`config.mk`:
```
export PLATFORM = sky130hd
export DESIGN_NAME = shift_seq_8bit_flat
export DESIGN_NICKNAME = d
export VERILOG_FILES = /design/src/rtl/shift_seq_8bit_pkg.sv /design/src/rtl/shift_seq_8bit_if.sv /design/src/rtl/shift_seq_8bit_shift.sv /design/src/rtl/shift_seq_8bit.sv /design/src/flat_wrapper.sv
export SDC_FILE = /design/constraint.sdc
export NUM_CORES = 1
export LEC_CHECK = 0
export CAP_MARGIN = 20
export CORE_UTILIZATION = 50
export CTS_BUF_LIST = sky130_fd_sc_hd__clkbuf_16
export DETAILED_ROUTE_END_ITERATION = 8
export HOLD_SLACK_MARGIN = 0.08
export PLACE_DENSITY = 0.88
export SLEW_MARGIN = 30
export SYNTH_ARGS = -nofsm -noshare
export SYNTH_HDL_FRONTEND = slang
export SYNTH_HIERARCHICAL = 1
export SYNTH_SLANG_ARGS = --single-unit
```
`constraint.sdc`:
```
create_clock -name clk -period 1.8 [get_ports clk]
set_input_delay 0.36 -clock clk [delete_from_list [all_inputs] [get_ports clk]]
set_output_delay 0.36 -clock clk [all_outputs]
set_load 0.005 [all_outputs]
```
`src/rtl/shift_seq_8bit_pkg.sv`:
```
// Shared definitions for the shift_seq_8bit block.
// Provides the FSM state encoding, the data width and the shift-count width.
package shift_seq_8bit_pkg;

    localparam int unsigned DATA_W = 8;
    localparam int unsigned CNT_W  = 3;

    typedef enum logic [1:0] {
        IDLE  = 2'd0,
        SHIFT = 2'd1,
        DONE  = 2'd2
    } state_t;

endpackage : shift_seq_8bit_pkg

```
`src/rtl/shift_seq_8bit_if.sv`:
```
// Request/result bundle for shift_seq_8bit.
// Signals:
//   start - request to begin an operation
//   a     - operand
//   lr    - direction (1 = left, 0 = right)
//   n     - number of 1-bit shifts
//   y     - working/result register
//   busy  - shifting in progress
//   done  - one-cycle pulse, y holds the final result
// master drives the request side; slave is the shifter.
interface shift_seq_8bit_if #(
    parameter int unsigned N_W = 3
);
    import shift_seq_8bit_pkg::*;

    logic              start;
    logic [DATA_W-1:0] a;
    logic              lr;
    logic [N_W-1:0]    n;
    logic [DATA_W-1:0] y;
    logic              busy;
    logic              done;

    modport master (
        output start, a, lr, n,
        input  y, busy, done
    );

    modport slave (
        input  start, a, lr, n,
        output y, busy, done
    );

endinterface : shift_seq_8bit_if

```
`src/rtl/shift_seq_8bit_shift.sv`:
```
// Combinational single-step shifter with zero fill.
// Ports:
//   a  - input value
//   lr - direction (1 = left, 0 = right)
//   y  - a shifted by one position
module shift_8bit
    import shift_seq_8bit_pkg::*;
(
    input  logic [DATA_W-1:0] a,
    input  logic              lr,
    output logic [DATA_W-1:0] y
);

    assign y = lr ? {a[DATA_W-2:0], 1'b0} : {1'b0, a[DATA_W-1:1]};

endmodule : shift_8bit

```
`src/rtl/shift_seq_8bit.sv`:
```
// Sequential shifter: captures an operand, direction and count on an
// accepted start, then shifts one bit per clock until the count runs out.
// Ports:
//   clk - rising-edge clock
//   rst - asynchronous active-high reset
//   bus - request/result bundle (slave side)
module shift_seq_8bit
    import shift_seq_8bit_pkg::*;
#(
    parameter int unsigned N_W = CNT_W
) (
    input  logic               clk,
    input  logic               rst,
    shift_seq_8bit_if.slave    bus
);

    state_t            r_state;
    state_t            w_state_nxt;
    logic [DATA_W-1:0] r_y;
    logic [DATA_W-1:0] w_y_nxt;
    logic [N_W-1:0]    r_cnt;
    logic [N_W-1:0]    w_cnt_nxt;
    logic              r_lr;
    logic              w_lr_nxt;
    logic              r_busy;
    logic              r_done;
    logic [DATA_W-1:0] w_shift_y;

    // One-bit datapath step on the working register
    shift_8bit u_shift (
        .a  (r_y),
        .lr (r_lr),
        .y  (w_shift_y)
    );

    // Next-state and datapath-next logic
    always_comb begin
        w_state_nxt = r_state;
        w_y_nxt     = r_y;
        w_cnt_nxt   = r_cnt;
        w_lr_nxt    = r_lr;

        case (r_state)
            IDLE, DONE: begin
                if (bus.start) begin
                    w_y_nxt     = bus.a;
                    w_lr_nxt    = bus.lr;
                    w_cnt_nxt   = bus.n;
                    w_state_nxt = (bus.n != '0) ? SHIFT : DONE;
                end else if (r_state == DONE) begin
                    w_state_nxt = IDLE;
                end
            end
            SHIFT: begin
                w_y_nxt   = w_shift_y;
                w_cnt_nxt = r_cnt - N_W'(1);
                // Last step lands the result; DONE marks it valid
                if (r_cnt == N_W'(1)) begin
                    w_state_nxt = DONE;
                end
            end
            default: begin
                w_state_nxt = IDLE;
            end
        endcase
    end

    // State, datapath and registered status flags
    always_ff @(posedge clk or posedge rst) begin
        if (rst) begin
            r_state <= IDLE;
            r_y     <= '0;
            r_cnt   <= '0;
            r_lr    <= 1'b0;
            r_busy  <= 1'b0;
            r_done  <= 1'b0;
        end else begin
            r_state <= w_state_nxt;
            r_y     <= w_y_nxt;
            r_cnt   <= w_cnt_nxt;
            r_lr    <= w_lr_nxt;
            // Flags track the state being entered so they mirror it exactly
            r_busy  <= (w_state_nxt == SHIFT);
            r_done  <= (w_state_nxt == DONE);
        end
    end

    assign bus.y    = r_y;
    assign bus.busy = r_busy;
    assign bus.done = r_done;

endmodule : shift_seq_8bit

```
`src/flat_wrapper.sv`:
```
// flat-port wrapper written by rule: the top's interface ports become plain ports
module shift_seq_8bit_flat import shift_seq_8bit_pkg::*;
#(
    parameter int unsigned N_W = CNT_W
)
  (clk, rst, bus_start, bus_a, bus_lr, bus_n, bus_y, bus_busy, bus_done);
  shift_seq_8bit_if #(.N_W(N_W)) bus_i ();
  input  logic clk;
  input  logic rst;
  input wire logic [$bits(bus_i.start)-1:0] bus_start;
  input wire logic [$bits(bus_i.a)-1:0] bus_a;
  input wire logic [$bits(bus_i.lr)-1:0] bus_lr;
  input wire logic [$bits(bus_i.n)-1:0] bus_n;
  output wire logic [$bits(bus_i.y)-1:0] bus_y;
  output wire logic [$bits(bus_i.busy)-1:0] bus_busy;
  output wire logic [$bits(bus_i.done)-1:0] bus_done;
  assign bus_i.start = bus_start;
  assign bus_i.a = bus_a;
  assign bus_i.lr = bus_lr;
  assign bus_i.n = bus_n;
  assign bus_y = bus_i.y;
  assign bus_busy = bus_i.busy;
  assign bus_done = bus_i.done;
  shift_seq_8bit #(.N_W(N_W)) u_core (.clk(clk), .rst(rst), .bus(bus_i));
endmodule
```
# ---- Word level (Yosys, flattened, before mapping)
# Index checks and enable logic that the tools add are counted.
dict set report totals {
  word_cells 29
  output_inout_bits 10
  ff_bits 16
}
dict set report op_classes {
  muxes 10
  eq_ne 6
  add_sub_neg 1
  n_reduce_logical 6
}
# operator count
set ops {}
lappend ops {{two-way mux 8 bit} 2}
lappend ops {{one-hot mux 8 bit (2 select lines)} 1}
lappend ops {{two-way mux 2 bit} 4}
lappend ops {{one-hot mux 3 bit (2 select lines)} 1}
lappend ops {{equality test 2 x 1 -> 1 bit, second input constant} 2}
lappend ops {{equality test 2 bit, second input constant} 2}
lappend ops {{one-hot mux 2 bit (2 select lines)} 1}
lappend ops {{AND reduction 2 bit} 2}
lappend ops {{equality test 3 x 1 -> 1 bit, second input constant} 1}
lappend ops {{two-way mux 3 bit} 1}
lappend ops {{nonzero test 3 bit} 1}
lappend ops {{subtractor 3 x 1 -> 3 bit, second input constant} 1}
lappend ops {{zero test 2 bit} 1}
lappend ops {{!= test 2 bit, second input constant} 1}
lappend ops {{nonzero test 2 bit} 1}
lappend ops {{OR reduction 2 bit} 1}

# ---- Longest topological paths before layout
# Gate-level depths: netlist of run 1.
dict set report logic_depth {
  ltp_word 5
  depth_mapped 5
  ltp_nobuf 5
}

# ---- Cells and area by module
# The synthesis of run 1 kept the hierarchy.
# mod seq_area_each_um2 area_per_inst_um2 instances cells_per_inst
set by_module_without_submodules {}
lappend by_module_without_submodules {shift_seq_8bit 400.4 819.5 1 77}
lappend by_module_without_submodules {shift_8bit 0.0 117.6 1 9}

# ---- Worst setup path before layout of run 1
# Ideal clock, no wire load.
dict set report synth_timing {
  kind {reg-to-reg}
  from {register u_core.r_lr}
  to {register u_core.r_y[4], in the netlist u_core/bus.y[4]}
  path_stages_with_launch 5
  period_less_slack_ns 1.092
  t_required_ns 1.673
  n_path_buf 1
  setup_slack_ns 0.708
  arrival_time_ns 0.965
  cell_sequence {dfrtp_1 buf_6 mux2_4 mux2i_1 a21oi_1}
}
dict set report synth_between {
  elab_chain_cells 2
}
# element line
set synth_rtl {}
lappend synth_rtl {{from (decl)} shift_seq_8bit.sv:23} ;# logic r_lr;
lappend synth_rtl {{from (signal assigned)} shift_seq_8bit.sv:81} ;# r_lr <= w_lr_nxt;
lappend synth_rtl {{two-way mux 8 bit} shift_seq_8bit_shift.sv:14} ;# assign y = lr ? {a[DATA_W-2:0], 1'b0} : {1'b0, a[DATA_W-1:1]};
lappend synth_rtl {{net u_core.w_shift_y[4]} shift_seq_8bit.sv:27} ;# logic [DATA_W-1:0] w_shift_y;
lappend synth_rtl {{one-hot mux 8 bit (2 select lines)} shift_seq_8bit.sv:43} ;# case (r_state)
lappend synth_rtl {{to (signal assigned)} shift_seq_8bit.sv:79} ;# r_y <= w_y_nxt;
lappend synth_rtl {{to (decl)} shift_seq_8bit.sv:19} ;# logic [DATA_W-1:0] r_y;
# The timed path passes the listed nets, and every way through them passes these cells.
# A chain may end at the register's enable or synchronous reset.

# ---- Worst setup path in the final report of run 1
dict set report layout_timing {
  from {register u_core.r_y[4], in the netlist u_core/bus.y[4]}
  to {output port bus_y[4]}
}
# element line
set layout_rtl {}
lappend layout_rtl {{to (decl)} flat_wrapper.sv:14} ;# output wire logic [$bits(bus_i.y)-1:0] bus_y;
# No word-level cell between the ends.

==> results of run 1 <==
==> cell type report <==
class                      instances  share of cell area
sequential                        16               0.317
timing repair buffer              27               0.208
multi-input combinational         56               0.365
inverter                           8              0.0237
tap                               25              0.0247
clock inverter                     1             0.00297
clock buffer                       3              0.0593
==> cell usage after synthesis, types with 3 or more instances <==
cell type,n
dfrtp_1,16
inv_1,8
o22ai_1,7
a21oi_1,6
mux2_4,6
a211oi_1,5
a21oi_2,5
mux2i_1,5
nor2b_1,5
buf_2,3
nand2b_1,3
==> per-layer routing <==
layer	wire, um	track usage	vias to the layer above
met3	88	0.0520	2
met2	900	0.348	18
met1	860	0.272	365
met4	11	0.0848	0
met5	0	0	-
li1	-	-	361
==> metrics by stage <==
step	power, mW	worst slack (ps)	instance area (sq um)	hold WS (ps)	utilization
final	2.27	236	1260	428	0.725
after global routing	2.43	182	1260	457	0.725
after CTS	2.27	224	1260	437	0.725
after detailed placement	1.83	205	1190	543	0.680
after global placement	1.80	228	1190	517	0.680
after floorplan	1.49	708	937	274	-
==> cells by family after synthesis <==
family / after synthesis / synth area share
fa+ha+maj: 2 / 0.0267
flops: 16 / 0.427
mux: 12 / 0.162
simple gates: 15 / 0.100
compound gates: 27 / 0.204
buf+inv: 14 / 0.0801
==> worst min path at each step <==
stage                         start              end  slack (ps)  cells after the start
finish                          rst      u_core/r_lr         430                      3
global route                    rst  u_core/bus.y[5]         460                      3
CTS                             rst  u_core/bus.y[7]         440                      3
detailed placement  u_core/bus.y[0]  u_core/bus.y[0]         540                      2
global placement    u_core/r_cnt[1]  u_core/r_cnt[1]         520                      2
floorplan                       rst  u_core/bus.busy         270                      1
==> power groups by stage <==
stage | clock (mW) | sequential, mW | combinational [mW]
floorplan | 0 | 0.674 | 0.812
global placement | 0 | 0.751 | 1.05
detailed placement | 0 | 0.761 | 1.07
CTS | 0.439 | 0.756 | 1.08
global route | 0.457 | 0.785 | 1.19
finish | 0.433 | 0.753 | 1.08
==> registers in the layout (all words and copies together) (netlist names) <==
register and flops:
u_core/r_cnt 3, u_core/bus.busy 1, u_core/r_lr 1, u_core/bus.y 8
u_core/bus.done 1, u_core/r_state 2
==> out/metrics.cfg, run 1 <==
[die]
fp-row-count=15
ios=25
die-area_sq_um=2050
die_x_um=45.3
core_sq_um=1750
start_util=0.537
die_h_um=45.3

[synth]
yosysTopAreaCellShare=0.427
yosysWarnings=6
ys_types=24
yosysTopAreaCell=dfrtp_1
seq_area_frac_synth=0.427
syn_area_sq_um=937
synth-seq-cells=16
yosys-top-cells-area=dfrtp_1, mux2_4, mux2i_1
synth_cells=86
async_flop_share=1.00
synth_flop_cell=dfrtp_1
synth_edf_count=0
post_synth.cell_area_avg_sq_um=10.9
syn_nets=103

[routing]
vias=746
first_pass_iters=4
drc=0
post_drt_via_cell_ratio=5.49
antenna_left=0
wirelength_um=1860
wl_per_cell_um=13.7
drt_iter0_markers=7

[layout]
n_antenna_cell=0
multi_input_area_sq_um=462
layout-drive-gt1-share=0.171
register_area_sq_um=400
final_common_cell=clkdlybuf4s50_1
final_cells=136
final_nets=129
fillers=121
syn2layout_area_growth_pct=35.0
layout_common_cells=clkdlybuf4s50_1, dfrtp_1, inv_1

[sta]
relSlewSlack=0.726
finalCritPeriodShare=0.869
fmax_mhz=639
worstMarginPinSlew_ps=411
fin_setup_tns_ps=0
drv_slew=0
hold_violations=0
rsz0062_at_grt=false
fin_crit_ps=1560
fin_worst_skew_ps=3.44
setup_viol=0

[setup_path]
crit_path_end=bus_y[4]
crit_path_max_fanout=5
timing.critical_path.to_type=primary output
r2r_cells=2
start_kind=register
critPathTopFamily=buffers and inverters
crit_arrival_ps=1200
crit_buf_inv=1
reg2reg_slack_ps=430
r2r-start=u_core/r_state[0]
startpoint=u_core/bus.y[4]
cp.depth=1
slowest_stage=clkdlybuf4s50_1
critPathRequiredTime_ps=1440
crit_chain=clkdlybuf4s50_1
timing.rr.end=u_core/r_lr
slowest_delay_ps=530
criticalPathCategory=reg -> out

[global_routing]
antenna_found_initial=0
grt_pass1_vias=706
grt_pass1_wl_um=3090
gr-usage-all-layers=0.214
grt_max_degree=17
gr-total-overflow=0

[placement]
gp_congestion=0.734
port_buffers=24
dpl.cell_count=132
post-dp-hpwl_um=1340

[cts]
clock_sinks=16
clk_path_buf_depth=2
path_clk_slew_ps=50
cts_tree=built
cts_hold_buffers=0
post_cts_resized=0
htree_levels=1
clk_latency_ps=240
cts_inserted_buffers=3
root_buffer=clkbuf_16
post_cts_buffers=0

[pwr]
irDropWorstVdd_uv=1020
internal_power_mw=1.49
clkPwrFrac=0.191
power.density_nw_per_um2=1790
swShare=0.344
leakagePower_nw=0.534
power.switching_mw=0.780
power.share.combinational=0.477
p_seq_frac=0.332

[flow_run]
drv_cap=0

[worst_hold_path]
hp-class=in -> async

[status]
status=complete, no violations

Note: power is estimated with default switching activity, not from simulation.
==> inputs of run 2 (changes only) <==
--- a/config.mk
+++ b/config.mk
@@ -8,8 +8,10 @@
 export CAP_MARGIN = 20
 export CORE_UTILIZATION = 50
 export CTS_BUF_LIST = sky130_fd_sc_hd__clkbuf_16
+export CTS_CLUSTER_SIZE = 12
 export DETAILED_ROUTE_END_ITERATION = 8
 export HOLD_SLACK_MARGIN = 0.08
+export MAX_ROUTING_LAYER = met4
 export PLACE_DENSITY = 0.88
 export SLEW_MARGIN = 30
 export SYNTH_ARGS = -nofsm -noshare
==> run 2 against run 1 <==
  * Register-to-register slack is essentially flat
  * Sequential share of layout area is the same
  * Sequential power is essentially flat
==> out/metrics.cfg, run 2 (same netlist as run 1, synthesis figures left out) <==
[cts]
clock_sinks=16  ; unchanged
clk_latency_ps=250  ; was 240 ps
cts_hold_buffers=0  ; unchanged
clk_path_buf_depth=2  ; unchanged
htree_levels=1  ; unchanged
post_cts_buffers=0  ; unchanged
cts_inserted_buffers=3  ; unchanged
cts_tree=built  ; unchanged
post_cts_resized=0  ; unchanged
root_buffer=clkbuf_16  ; unchanged
path_clk_slew_ps=50  ; about the same

[worst_hold_path]
hp-class=in -> async  ; unchanged

[die]
die-area_sq_um=2050  ; unchanged
core_sq_um=1750  ; unchanged
die_h_um=45.3  ; unchanged
die_x_um=45.3  ; unchanged
ios=25  ; unchanged
fp-row-count=15  ; unchanged
start_util=0.537  ; unchanged

[routing]
antenna_left=0  ; unchanged
drt_iter0_markers=7  ; unchanged
wl_per_cell_um=13.9  ; was 13.7 um
drc=0  ; unchanged
vias=752  ; was 746
first_pass_iters=4  ; unchanged
post_drt_via_cell_ratio=5.53  ; was 5.49
wirelength_um=1890  ; was 1860 um

[setup_path]
critPathRequiredTime_ps=1440  ; about the same
timing.critical_path.to_type=primary output  ; unchanged
critPathTopFamily=buffers and inverters  ; unchanged
slowest_stage=clkdlybuf4s50_1  ; unchanged
crit_buf_inv=1  ; unchanged
crit_arrival_ps=1210  ; was 1200 ps
start_kind=register  ; unchanged
criticalPathCategory=reg -> out  ; unchanged
slowest_delay_ps=530  ; about the same
crit_chain=clkdlybuf4s50_1  ; unchanged
crit_path_max_fanout=5  ; unchanged

[global_routing]
gr-total-overflow=0  ; unchanged
grt_pass1_vias=707  ; was 706
grt_max_degree=17  ; unchanged
grt_pass1_wl_um=3090  ; unchanged
gr-usage-all-layers=0.220  ; was 0.214
antenna_found_initial=0  ; unchanged

[placement]
dpl.cell_count=132  ; unchanged
gp_congestion=0.744  ; was 0.734
placed_cell_area_sq_um=1190  ; unchanged
port_buffers=24  ; unchanged
post-dp-hpwl_um=1340  ; unchanged

[layout]
layout-drive-gt1-share=0.171  ; unchanged
syn2layout_area_growth_pct=35.0  ; unchanged
final_area_sq_um=1260  ; unchanged
final_nets=129  ; unchanged
final_common_cell=clkdlybuf4s50_1  ; unchanged
layout_common_cells=clkdlybuf4s50_1, dfrtp_1, inv_1  ; unchanged
largest_register_ff_count=8  ; unchanged
final_cells=136  ; unchanged
n_antenna_cell=0  ; unchanged

[sta]
fin_worst_skew_ps=1.23  ; was 3.44 ps
hold_violations=0  ; unchanged
drv_slew=0  ; unchanged
fin_crit_ps=1570  ; was 1560 ps
finalCritPeriodShare=0.872  ; was 0.869
fmax_mhz=637  ; was 639 MHz
setup_viol=0  ; unchanged
rsz0062_at_grt=false  ; unchanged
fin_setup_tns_ps=0  ; unchanged
relSlewSlack=0.726  ; about the same
worstMarginPinSlew_ps=411  ; about the same

[flow_run]
drv_cap=0  ; unchanged

[pwr]
power.density_nw_per_um2=1800  ; was 1790 nW/um^2
leakagePower_nw=0.534  ; unchanged
irDropWorstVdd_uv=1030  ; was 1020 uV

[status]
status=complete, no violations  ; unchanged

[run 2: cell counts in the layout (fill, tap and decap cells not counted)]
Identical to the previous run, type by type.
[run 2: worst paths after layout]
kind | from | end | slack, ps | cells past startpoint
worst max-delay path | u_core/bus.y[4] | bus_y[4] | 230 | 1
worst min-delay path | rst | u_core/r_lr | 430 | 3
worst max register to register | u_core/r_state[0] | u_core/r_lr | 430 | 2
worst min register to register | u_core/bus.y[0] | u_core/bus.y[0] | 550 | 2
max in group asynchronous | rst | u_core/r_cnt[0] | 1200 | 3
min in group clk | u_core/bus.y[0] | u_core/bus.y[0] | 550 | 2
[run 2: metrics by stage]
stage               power (mW)  hold WS (ps)  worst slack, ps  utilization
floorplan                 1.49           274              708            -
global placement          1.80           517              228        0.680
detailed placement        1.83           543              205        0.680
CTS                       2.27           437              224        0.725
global route              2.43           457              182        0.725
finish                    2.27           427              231        0.725
[run 2: cell type report]
class	instances	area (sq um)
fill	121	480
multi-input combinational	56	462
sequential	16	400
timing repair buffer	27	263
clock buffer	3	75.1
tap	25	31.3
inverter	8	30.0
clock inverter	1	3.75
[run 2: power breakdown]
group	internal, mW	leakage [nW]	total [mW]	switching, mW
logic	0.660	0.311	1.08	0.424
clock network	0.295	0.0385	0.436	0.141
registers	0.535	0.185	0.754	0.219
[run 2: metal layers]
metal / routed length, um / GRT usage
met5: 0 / -
met4: 22 / 0.0848
met3: 96 / 0.0480
met2: 906 / 0.348
met1: 868 / 0.275
==> inputs of run 3 (changes only) <==
--- a/config.mk
+++ b/config.mk
@@ -13,7 +13,7 @@
 export HOLD_SLACK_MARGIN = 0.08
 export MAX_ROUTING_LAYER = met4
 export PLACE_DENSITY = 0.88
-export SLEW_MARGIN = 30
+export SLEW_MARGIN = 25
 export SYNTH_ARGS = -nofsm -noshare
 export SYNTH_HDL_FRONTEND = slang
 export SYNTH_HIERARCHICAL = 1
==> results of run 3 <==
Final layout, timing and power as in run 2 (identical DEF).
==> edit (config.mk and constraints of run 1) <==
The 3 states of `state_t` get a one-hot encoding in 3 bits.
--- a/src/rtl/shift_seq_8bit_pkg.sv
+++ b/src/rtl/shift_seq_8bit_pkg.sv
@@ -5,10 +5,10 @@
     localparam int unsigned DATA_W = 8;
     localparam int unsigned CNT_W  = 3;
 
-    typedef enum logic [1:0] {
-        IDLE  = 2'd0,
-        SHIFT = 2'd1,
-        DONE  = 2'd2
+    typedef enum logic [2:0] {
+        IDLE  = 3'b001,
+        SHIFT = 3'b010,
+        DONE  = 3'b100
     } state_t;
 
 endpackage : shift_seq_8bit_pkg
Behaviour: same outputs for any inputs over 10 cycles, from zero or initial values and one cycle with rst high; not proved beyond that.
==> edit against run 1 <==
Setup slack got worse by 0.13 ns; wire length increased by 19%; power increased by 1.9%; first-iteration DRC count increased by 29%; area after synthesis increased by 11%; cell area increased by 12%; sequential cell count increased by 1; critical endpoint is now u_core/r_state[2].
==> edit: results (changes against run 1) <==
Placed design:
- The final weighted congestion of routability-driven global placement was 0.732 (was 0.734).
- The worst setup slack before clock tree synthesis came to -0.151 ns (was 0.205 ns).
- The HPWL after detailed placement was 1520 µm (was 1340 µm).

Routing:
- The average detailed-routed wire length per instance is 15.2 µm (was 13.7 µm).
- The detailed-route vias per instance is 5.49 (about the same).
- The sum of met2 wire segment lengths after detailed routing is 1110 µm (was 900 µm).

GRT:
- The global-route met2 utilization was 36.2% (was 34.8%).
- The met3 usage came to 3.40% (was 5.20%).
- The global routing usage on met1 is 27.2% (about the same).

Yosys:
- The xor-xnor portion of the synthesized cell area is 0.842% (was 0%).
- The number of distinct standard cells referenced by the synthesized netlist was 34 (was 24).
- The number of nets produced by synthesis came to 105 (was 103).
- The mux cell area share after synthesis is 19.4% (was 16.2%).

Critical path:
- The source of the worst register-to-register timing path is u_core/r_state[0] (unchanged).
- The number of cells on the worst reg-to-reg path is 3 (was 2).
- The reg-to-reg endpoint is u_core/r_cnt[1] (was u_core/r_lr).
- The data arrival time of the worst path is 1.85 ns (was 1.20 ns).
- The slowest library cell on the worst path was sky130_fd_sc_hd__or4b_2 (was sky130_fd_sc_hd__clkdlybuf4s50_1).
- The dominant delay contributor by cell family on the critical path is simple AND/OR/NAND/NOR gates (was buffers and inverters).

Timing:
- The clock skew after layout was 0.00223 ns (was 0.00344 ns).
- The worst slew margin relative to its limit is 70.6% (was 72.6%).
- The post-route worst setup slack is 0.109 ns (was 0.236 ns).

Run status:
- Outcome: completed (unchanged).

Pwr:
- The switching power share of the total is 33.2% (was 34.4%).
- The leakage power of the design was 0.000603 µW (was 0.000534 µW).
==> edit: changes by cell type after synthesis, sizes merged, moves of 4 or more <==
cell,delta
o22ai,-7
nor2b,-4
nor4,+8
a211oi,-4
mux2i,+5
==> edit: power by group through the flow <==
stage	combinational (µW)	sequential, µW	clock (µW)
after CTS	1120	753	438
final	1130	758	427
after detailed placement	1110	756	0
after global routing	1220	782	456
after floorplan	810	691	0
after global placement	1070	741	0
==> edit: cell type report <==
class	instances	area, µm²
repair buffers	33	308
well taps	27	33.8
clock buffers	3	75.1
inverters	6	22.5
fillers	156	541
clock inverters	1	3.75
flip-flops and latches	17	427
multi-input cells	59	552
==> edit: worst reg2reg max path, delay by kind of cell (launching register included) <==
| kind | cells | cell delay (ns) |
|---|---|---|
| and+or+nand+nor | 2 | 0.75 |
| muxes | 1 | 0.15 |
| DFF | 1 | 0.59 |
